<file path="config.mk">
export PLATFORM = sky130hd
export DESIGN_NAME = led_uart_reporter
export DESIGN_NICKNAME = d
export VERILOG_FILES = /design/src/rtl/led_uart_reporter.sv
export SDC_FILE = /design/constraint.sdc
export NUM_CORES = 1
export LEC_CHECK = 0
export BUFFER_PORTS_ARGS = -buffer_cell sky130_fd_sc_hd__buf_2
export CORE_MARGIN = 4
export CORE_UTILIZATION = 45
export CTS_CLUSTER_SIZE = 10
export DETAILED_ROUTE_END_ITERATION = 6
export SLEW_MARGIN = 20
export SYNTH_ARGS = -nofsm -noshare
export SYNTH_HDL_FRONTEND = slang
export SYNTH_SLANG_ARGS = --single-unit
</file>
<file path="constraint.sdc">
create_clock -name Clock -period 2.3 [get_ports Clock]
set_clock_uncertainty 0.1 [all_clocks]
set_input_delay 0.46 -clock Clock [delete_from_list [all_inputs] [get_ports Clock]]
set_output_delay 0.46 -clock Clock [all_outputs]
set_load 0.02 [all_outputs]
</file>
<file path="src/rtl/led_uart_reporter.sv">
// led_uart_reporter: watches the MiniAlu LED bus and reports every change as an 8N1 UART frame.
// Each new LED value is queued in a small FIFO and sent LSB first on a single TX pin.
//
// Ports:
//   Clock      - system clock, rising edge
//   Reset      - asynchronous, active-low reset
//   iLed       - LED value from the ALU, synchronous to Clock
//   oTx        - UART serial output, idles high, driven from a register
//   oBusy      - a frame is in flight or the FIFO holds data
//   oOverflow  - sticky: a change was dropped because the FIFO was full
//   oFifoCount - number of queued entries
module led_uart_reporter #(
  parameter int unsigned CLKS_PER_BIT = 434,  // >= 2
  parameter int unsigned FIFO_DEPTH   = 8     // power of 2, >= 2
) (
  input  logic                        Clock,
  input  logic                        Reset,
  input  logic [7:0]                  iLed,
  output logic                        oTx,
  output logic                        oBusy,
  output logic                        oOverflow,
  output logic [$clog2(FIFO_DEPTH):0] oFifoCount
);

  localparam int unsigned PtrW  = $clog2(FIFO_DEPTH);
  localparam int unsigned CntW  = PtrW + 1;
  localparam int unsigned BaudW = (CLKS_PER_BIT > 1) ? $clog2(CLKS_PER_BIT) : 1;

  localparam logic [CntW-1:0]  Full     = CntW'(FIFO_DEPTH);
  localparam logic [BaudW-1:0] BaudLast = BaudW'(CLKS_PER_BIT - 1);

  typedef enum logic [1:0] {StIdle, StStart, StData, StStop} state_e;

  // Change detect and FIFO state
  logic [7:0]      prev_led_q, prev_led_d;
  logic [7:0]      mem_q [FIFO_DEPTH];
  logic [PtrW-1:0] wr_ptr_q, wr_ptr_d;
  logic [PtrW-1:0] rd_ptr_q, rd_ptr_d;
  logic [CntW-1:0] count_q, count_d;
  logic            ovf_q, ovf_d;

  // Transmitter state
  state_e          state_q, state_d;
  logic [BaudW-1:0] baud_q, baud_d;
  logic [2:0]      bit_idx_q, bit_idx_d;
  logic [7:0]      shift_q, shift_d;
  logic            tx_q, tx_d;

  logic push, pop, full, wr_en, baud_wrap;

  // FIFO bookkeeping
  always_comb begin
    push  = (iLed != prev_led_q);
    pop   = (state_q == StIdle) && (count_q != '0);
    full  = (count_q == Full);
    // A pop in the same cycle frees the slot, so a push into a full FIFO is still accepted.
    wr_en = push && (!full || pop);

    prev_led_d = push ? iLed : prev_led_q;
    wr_ptr_d   = wr_en ? wr_ptr_q + PtrW'(1) : wr_ptr_q;
    rd_ptr_d   = pop ? rd_ptr_q + PtrW'(1) : rd_ptr_q;
    ovf_d      = ovf_q | (push && full && !pop);

    count_d = count_q;
    unique case ({wr_en, pop})
      2'b10:   count_d = count_q + CntW'(1);
      2'b01:   count_d = count_q - CntW'(1);
      default: count_d = count_q;
    endcase
  end

  // Transmit FSM; tx_d is the level oTx takes after this edge.
  always_comb begin
    state_d   = state_q;
    baud_d    = baud_q;
    bit_idx_d = bit_idx_q;
    shift_d   = shift_q;
    tx_d      = tx_q;
    baud_wrap = (baud_q == BaudLast);

    unique case (state_q)
      StIdle: begin
        tx_d = 1'b1;
        if (pop) begin
          shift_d = mem_q[rd_ptr_q];
          state_d = StStart;
          baud_d  = '0;
          tx_d    = 1'b0;
        end
      end
      StStart: begin
        if (baud_wrap) begin
          baud_d    = '0;
          bit_idx_d = 3'd0;
          state_d   = StData;
          tx_d      = shift_q[0];
        end else begin
          baud_d = baud_q + BaudW'(1);
        end
      end
      StData: begin
        if (baud_wrap) begin
          baud_d    = '0;
          shift_d   = shift_q >> 1;
          bit_idx_d = bit_idx_q + 3'd1;
          if (bit_idx_q == 3'd7) begin
            state_d = StStop;
            tx_d    = 1'b1;
          end else begin
            // Next data bit is the one that lands in shift[0] after the shift.
            tx_d = shift_q[1];
          end
        end else begin
          baud_d = baud_q + BaudW'(1);
        end
      end
      StStop: begin
        tx_d = 1'b1;
        if (baud_wrap) begin
          baud_d  = '0;
          state_d = StIdle;
        end else begin
          baud_d = baud_q + BaudW'(1);
        end
      end
      default: begin
        state_d = StIdle;
        baud_d  = '0;
        tx_d    = 1'b1;
      end
    endcase
  end

  always_ff @(posedge Clock or negedge Reset) begin
    if (!Reset) begin
      prev_led_q <= 8'h00;
      wr_ptr_q   <= '0;
      rd_ptr_q   <= '0;
      count_q    <= '0;
      ovf_q      <= 1'b0;
      state_q    <= StIdle;
      baud_q     <= '0;
      bit_idx_q  <= 3'd0;
      shift_q    <= 8'h00;
      tx_q       <= 1'b1;
      for (int i = 0; i < int'(FIFO_DEPTH); i++) begin
        mem_q[i] <= 8'h00;
      end
    end else begin
      prev_led_q <= prev_led_d;
      wr_ptr_q   <= wr_ptr_d;
      rd_ptr_q   <= rd_ptr_d;
      count_q    <= count_d;
      ovf_q      <= ovf_d;
      state_q    <= state_d;
      baud_q     <= baud_d;
      bit_idx_q  <= bit_idx_d;
      shift_q    <= shift_d;
      tx_q       <= tx_d;
      if (wr_en) begin
        mem_q[wr_ptr_q] <= iLed;
      end
    end
  end

  assign oTx        = tx_q;
  assign oBusy      = (state_q != StIdle) || (count_q != '0);
  assign oOverflow  = ovf_q;
  assign oFifoCount = count_q;

endmodule

</file>
==> Yosys cells after proc, flatten, opt, wreduce, memory -nomap -nowiden <==
Cells that the tools add are included.
{ "word_totals": {"word_cells": 91, "ff_bits": 106, "inputBits": 10} }
{ "op_classes": {"mux": 27, "order_cmp": 3, "n_addsub": 6, "reduce_logical": 20, "n_bitwise": 3, "eq_ne": 14} }
{ "op_table": {"columns": ["op", "count"], "rows": [
  ["64-bit bitwise mux", 1],
  ["8-bit 2-to-1 mux", 5],
  ["8-bit binary-select mux with 3-bit select", 1],
  ["8-bit demux with 3-bit select", 1],
  ["9-bit 2-to-1 mux", 2],
  ["9-bit one-hot mux with 2 select lines", 1],
  ["8-bit one-hot mux with 2 select lines", 1],
  ["2-bit 2-to-1 mux", 5],
  ["2-bit inequality test, second input constant", 5],
  ["3-bit by 1-bit adder with 3-bit output, second input constant", 3],
  ["9-bit by 1-bit adder with 9-bit output, second input constant", 1],
  ["9-bit == test, second input constant", 1],
  ["4-bit greater-or-equal comparator, second input constant", 2],
  ["8-bit inequality test", 1],
  ["3-bit NOT with 4-bit output", 2],
  ["2-bit one-hot mux with 4 select lines", 1],
  ["4-bit one-hot mux with 2 select lines", 1],
  ["2-bit nonzero test", 4],
  ["2-bit == test, second input constant", 3],
  ["3-bit 2-to-1 mux", 2],
  ["3-bit one-hot mux with 2 select lines", 1],
  ["3-bit AND reduction", 2],
  ["1-bit logical AND", 5],
  ["5-bit AND reduction", 1],
  ["15 further kinds", 21]
]} }

==> Depth between registers and ports, before layout <==
Gate-level depths: netlist (run 1).
{ "depth": {"word_depth": 6, "ltp_mapped": 12} }

==> Least setup slack after synthesis (run 1) <==
No wires, ideal clock.
{ "synth_timing": {"path_kind": "register -> register", "start": "register count_q[1] (netlist: oFifoCount[1])", "end": "register count_q[2] (netlist: oFifoCount[2])", "t_arrival_ns": 2.284, "stages_incl_launch_ff": 12, "path_slack_ns": -0.220, "path_buffers": 2, "required_time_ns": 2.063, "synth_period_minus_slack_ns": 2.520, "path_cell_list": "dfrtp_1 -> clkbuf_2 -> nor4_2 -> nor2b_1 -> clkbuf_1 -> ha_1 -> xor2_1 -> ha_1 -> a21oi_1 -> xor2_1 -> nor2_1 -> xor2_1"} }
{ "synth_between": {"elab_chain_len": 6} }
{ "synth_rtl": {"columns": ["item", "line_no", "text"], "rows": [
  ["start: declaration", "39", "logic [CntW-1:0] count_q, count_d;"],
  ["start signal: assignment", "153", "count_q <= count_d;"],
  ["4-bit nonzero test *", "54", "pop = (state_q == StIdle) && (count_q != '0);"],
  ["1-bit logical AND *", "54", null],
  ["net pop", "49", "logic push, pop, full, wr_en, baud_wrap;"],
  ["1-bit logical OR", "57", "wr_en = push && (!full || pop);"],
  ["1-bit logical AND", "57", null],
  ["2-bit by 1-bit == test with 1-bit output or 2-bit == test (tied branches)", "65", "unique case ({wr_en, pop})"],
  ["4-bit one-hot mux with 2 select lines or 2-bit nonzero test (tied branches)", null, null]
]} }
The timed path passes the listed nets; every way through them passes the cells marked *.
A chain may end at the register's enable or synchronous reset.

==> Worst setup path after layout (run 1) <==
{ "layout_timing": {"start": "register prev_led_q[4]", "end": "register count_q[2] (netlist: oFifoCount[2])"} }
{ "layout_between": {"elab_chain_len": 4} }
{ "layout_rtl": {"columns": ["item", "line_no", "text"], "rows": [
  ["start: declaration", "35", "logic [7:0] prev_led_q, prev_led_d;"],
  ["start signal: assignment", "150", "prev_led_q <= prev_led_d;"],
  ["8-bit inequality test *", "53", "push = (iLed != prev_led_q);"],
  ["1-bit logical AND *", "57", null],
  ["2-bit by 1-bit == test with 1-bit output or 2-bit == test (tied branches)", "65", null],
  ["4-bit one-hot mux with 2 select lines or 2-bit nonzero test (tied branches)", null, null]
]} }
Every way passes the cells marked *; elsewhere a longest branch is shown, timed or not.

==> summary.txt, run 1 <==
Status: complete, but fails checks
Violated checks: hold timing
Max Cap Violations: 0
Req. time, crit path: 2470 ps
Tot Pwr: 8.82 mW
Worst slew pin tran: 619 ps
Worst EP arrival: 2390 ps
First-pass GRT wire length: 16600 um
Setup-failing EPs final: 0
Peak supply drop: 0.000852 V
Pin count of the biggest net entering global routing: 46
DRT Wirelength: 9790 um
Final worst path period share: 96.3%
Type of destination of the critical path: flop
Vias in the first global route: 3168
Initial antenna violation count: 0
Sum Neg Setup Slack: 0 ps
Ys async rst share: 100%
RSZ-0062 raised after global routing: true
DP HPWL: 6670 um
Sequential share of the synthesized area: 51.8%
Startpoint Class: flop
DRC: 0
Total track usage: 16.4%
Clk pwr share: 18.9%
DR pass1 iterations: 4
Fin nets: 449
Post-Syn Area: 5130 sq um
Vias/cell: 5.25
DIE AREA: 13200 sq um
Cts-stage hold buffer count: 0
Switching power: 3.02 mW
WP buf/inv: 0
Worst skew pair latency: 350 ps
Initial detailed-routing violation count: 96
Slowest stage delay, CP: 400 ps
Finished Cell Area: 6020 sq um
CP max stage cell: dfrtp_1
Gate family responsible for the most delay along the worst path: XOR/XNOR gates
Placed Instances: 551
Die height: 115 um
Pwr dens: 1460 nW/um^2
Post-Syn Area per Cell: 13.2 sq um
Post-DRT Antenna Nets: 0
Main flop type after synthesis: dfrtp_1
Worst-path clk slew: 80 ps
Total global routing overflow: 0
Layout Area Growth over Synthesis: 17.4%
CTS tree: built
Fin cells: 570
Instance count of the mapped netlist: 389
N_diodes: 0
Combinational power share: 43.7%
Tightest Hold Check Type: in2async
EDFF count, synth: 0
Core ar.: 11000 sq um
Peak Freq: 0.451 GHz
Cts bufs inserted: 9
Hold Slack: -10.1 ps
RR Startpoint: prev_led_q[4]
Clock buffer depth: 2
Switch share: 34.2%
Crit Path Class: reg2reg
PortBufs: 16
Starting Density: 46.7%
Yosys Warn Count: 0
Slew HR: 58.7%
Final GP Congestion: 0.737
Minimum clock period: 2220 ps
Vias post-DR: 2990
Clock Root Buffer: clkbuf_16
Leak: 2.63 nW
CTS Sinks: 106
Max Transition Viols Final: 0
Htree depth: 3
Final Core Density: 54.8%
Crit path from: prev_led_q[4]
Cell mode on critical path: xor2_1
Seq cells post-synth: 106
Mapped Nets: 413
Share of layout cells above drive strength 1: 43.0%
Placed cell areas: 5590 sq um
Wire per inst: 17.2 um
# IOs: 17
Worst-path cell chain: xnor2_2 > nand4_1 > o21ai_4 > ha_4 > xor2_2 > ha_2 > a21oi_2 > xor2_1 > nor2_1 > xor2_1
CP max FO: 3
Final hold vios: 30
Die X: 115 um
Synth unique cells: 51
Int Pwr: 5.80 mW
Seq pwr share: 37.4%
Cell Rows: 38
[per-layer routing]
metal / wire length, um / track usage (%) / vias to the layer above
met5: 0 / 0 / -
met4: 107 / 4.23 / 0
met3: 223 / 4.11 / 7
met2: 4770 / 26.4 / 25
met1: 4680 / 22.5 / 1514
li1: - / - / 1444
[metrics by stage]
stage	hold WS, ps	worst slack (ps)
5_1_grt	31.0	-11.0
2_1_floorplan	64.4	3.54
6_report	-10.1	84.3
4_1_cts	0.237	-26.6
3_5_place_dp	361	-186
3_3_place_gp	358	-195
[synthesized netlist by cell type, drive strengths merged (3+ instances only)]
master / count / share of area (%)
inv: 6 / 0.44
mux2i: 8 / 1.6
nand4: 3 / 0.49
ha: 14 / 3.4
nand3: 7 / 0.68
nor2: 19 / 1.5
mux2: 68 / 16
o21ai: 22 / 2.2
nor3: 6 / 0.59
dfrtp: 105 / 51
nand2: 25 / 1.8
xor2: 9 / 1.5
nand3b: 3 / 0.44
buf: 18 / 2.4
mux4: 16 / 7.0
clkbuf: 16 / 1.2
a21oi: 4 / 0.39
xnor2: 13 / 2.2
[flip-flops by register name, summed over array words and instances (netlist names)]
register	count
mem_q	64
baud_q	9
prev_led_q	8
shift_q	8
oFifoCount	4
bit_idx_q	3
rd_ptr_q	3
wr_ptr_q	3
state_q	2
oOverflow	1
oTx	1
[worst register-to-register path: cells and delay by family, from the launching register on]
kind / cells / cell delay, ps
AOI/OAI and AO/OA: 2 / 320
adders and majority gates: 2 / 360
xor gates and xnor gates: 4 / 590
DFF: 1 / 400
and+or+nand+nor: 2 / 360
[final cells by class]
type / count / area, sq um
Inverter: 6 / 22.5
Clock buffer: 9 / 225
Fill cell: 918 / 4960
Tap cell: 140 / 175
Clock inverter: 7 / 105
Timing Repair Buffer: 59 / 463
Sequential cell: 106 / 2660
Multi-Input combinational cell: 243 / 2370
[cells in the final DEF, fill, tap and decap left out, types with 4 or more instances in the layout]
master,Yosys,layout
ha_1,14,10
buf_2,7,15
o21ai_0,19,19
xnor2_1,13,10
xor2_1,9,8
mux4_2,16,16
mux2i_1,8,8
buf_4,8,38
buf_12,0,4
nor2_1,17,17
nand3_1,7,7
dfrtp_1,105,104
mux2_2,58,58
mux2_4,8,9
clkbuf_16,0,9
nor3_1,6,6
nand2_1,25,25
[logic make-up after synthesis]
logic type	after synthesis	share of synthesized area, %
compound gates	37	4.47
xor+xnor	22	3.76
fa+ha+maj	14	3.42
buf+inv	40	4.00
flops	106	51.8
mux	92	24.1
simple gates	78	8.49
[power by group through the flow]
| stage | clock network [mW] | registers (mW) | logic, mW |
|---|---|---|---|
| after floorplan | 0 | 3.15 | 2.85 |
| after global placement | 0 | 3.28 | 3.71 |
| after detailed placement | 0 | 3.32 | 3.81 |
| after CTS | 1.72 | 3.29 | 3.85 |
| after global routing | 1.79 | 3.42 | 4.23 |
| final | 1.67 | 3.30 | 3.85 |
[path summary, 6_finish.rpt]
kind	endpoint	slack [ps]	depth (start not counted)
hold reg to reg	shift_q[7]	380	2
max in group asynchronous	mem_q[24]	1410	2
hold / removal	baud_q[4]	-10	1
min in group Clock	prev_led_q[1]	170	1
setup / recovery	oFifoCount[2]	80	10
setup reg to reg	oFifoCount[2]	80	10
[repair_timing]
item,in CTS,in global routing
hold endpoints to repair,0,0
endpoints found under the setup margin,26,26
gates resized for setup,6,12
pin swaps,2,7
setup buffers,4,0
Power figures use the tool's default switching activity.
==> run 2: changes to the inputs <==
- CORE_MARGIN: 4 -> 1
==> summary.txt, run 2 (synthesis results as in run 1) <==
Status: complete, but fails checks
Max Cap Violations: 0
CTS Sinks: 106
Vias in the first global route: 3245
Int Pwr: 5.91 mW
Core ar.: 11000 sq um
First-pass GRT wire length: 16800 um
Most common library cell in the layout ignoring fill and taps: dfrtp_1
Crit path from: state_q[0]
Pin count of the biggest net entering global routing: 45
N_diodes: 0
Violated checks: setup timing
Seq pwr share: 37.1%
Initial detailed-routing violation count: 113
Max FFs per register: 64
DIE AREA: 11800 sq um
Pwr dens: 1450 nW/um^2
Wire per inst: 17.5 um
Vias post-DR: 3092
RR Startpoint: state_q[0]
Peak Freq: 0.430 GHz
Hold Slack: 297 ps
Cell Rows: 38
Type of destination of the critical path: flop
Clk pwr share: 17.0%
Tightest Hold Check Type: in2reg
Most crowded layer after global routing: met2
DR pass1 iterations: 4
Global-route met2 utilization: 31.5%
Area occupied by multi-input gates: 2430 sq um
Final Core Density: 56.0%
Biggest register: mem_q
Setup-failing EPs final: 11
CP max FO: 8
Htree depth: 3
Fin cells: 577
Sum Neg Setup Slack: -213 ps
Tot Pwr: 8.93 mW
Placed Instances: 548
Req. time, crit path: 2430 ps
Worst Setup Slack, final: -28.0 ps
Total track usage: 19.1%
Largest regs: mem_q x64, baud_q x9
Fill count: 884
Startpoint Class: flop
DP HPWL: 6640 um
Peak supply drop: 0.000676 V
Vias/cell: 5.36
PortBufs: 16
Layout Area Growth over Synthesis: 19.9%
Clock Root Buffer: clkbuf_16
Die height: 109 um
Hold Startpoint: iLed[2]
Worst-path clk slew: 80 ps
DRC: 0
Final GP Congestion: 0.759
Starting Density: 46.7%
Leak: 2.73 nW
Switching power: 3.02 mW
Final worst path period share: 101%
Final hold vios: 0
Sequential cell area: 2660 sq um
Slew HR: 58.9%
Leading cell types in the layout, fill and taps excluded: 103 x dfrtp_1, 42 x mux2_2, 38 x buf_4, 25 x mux2_4, 25 x nand2_1
Clock buffer depth: 2
Share of layout cells above drive strength 1: 43.9%
Initial antenna violation count: 0
Worst skew pair latency: 350 ps
Worst slew pin tran: 616 ps
Post-DRT Antenna Nets: 0
Switch share: 33.8%
Total global routing overflow: 0
DRT Wirelength: 10100 um
Minimum clock period: 2330 ps
Crit Path Class: reg2reg
Cts bufs inserted: 9
Max Transition Viols Final: 0
Met1 usage: 25.1%
CTS tree: built
RSZ-0062 raised after global routing: true
Die X: 109 um
GR Util met3: 4.54%
Fin nets: 456
Worst EP arrival: 2450 ps
Combinational power share: 45.9%
# IOs: 17
==> run 2: worst paths after layout <==
| kind | to | slack (ps) | depth (start not counted) |
|---|---|---|---|
| max in group asynchronous | rd_ptr_q[2] | 1010 | 3 |
| hold reg to reg | shift_q[0] | 390 | 2 |
| setup / recovery | mem_q[11] | -30 | 10 |
| min in group asynchronous | baud_q[4] | 470 | 2 |
| hold / removal | prev_led_q[2] | 300 | 2 |
| setup reg to reg | mem_q[11] | -30 | 10 |
==> run 2: repair_timing <==
action | in CTS | in global routing
hold buffers | 1 | 0
pin swaps | 6 | 8
setup endpoints to repair | 26 | 38
gates resized for setup | 11 | 30
hold endpoints to repair | 23 | 0
buffers inserted | 9 | 3
==> run 2: power groups by stage <==
stage          clock network, mW  logic, mW  registers, mW
3_5_place_dp                   0       3.78           3.32
3_3_place_gp                   0       3.70           3.29
5_1_grt                     1.63       4.50           3.43
6_report                    1.52       4.10           3.31
2_1_floorplan                  0       2.85           3.15
4_1_cts                     1.57       3.89           3.30
==> run 2: critical path: stages (launching register included) <==
cell and delay (ps):
dfrtp_1 400, inv_2 90, ha_4 140, nand3b_1 180, o21ai_2 100, buf_6 130, buf_12 120, buf_6 100
nor4bb_2 260, buf_4 280, mux2_4 320
==> run 2: per-stage QoR <==
| step | cell area, sq um | setup WS (ps) |
|---|---|---|
| after floorplan | 5170 | 3.54 |
| after global placement | 5580 | -181 |
| after detailed placement | 5580 | -206 |
| after CTS | 6010 | 4.43 |
| after global routing | 6150 | -123 |
| final | 6150 | -28.0 |
==> run 2: per-layer routing <==
metal / wire [um] / vias to the layer above
met4: 74 / 0
met3: 266 / 6
met5: 0 / -
met2: 4990 / 37
met1: 4780 / 1581
li1: - / 1468
==> run 2: layout make-up <==
cell class	count	area share (%)
flip-flops and latches	106	43.2
repair buffers	66	9.22
clock buffers	11	4.11
multi-input cells	243	39.5
clock inverters	5	0.732
inverters	6	0.366
well taps	140	2.85
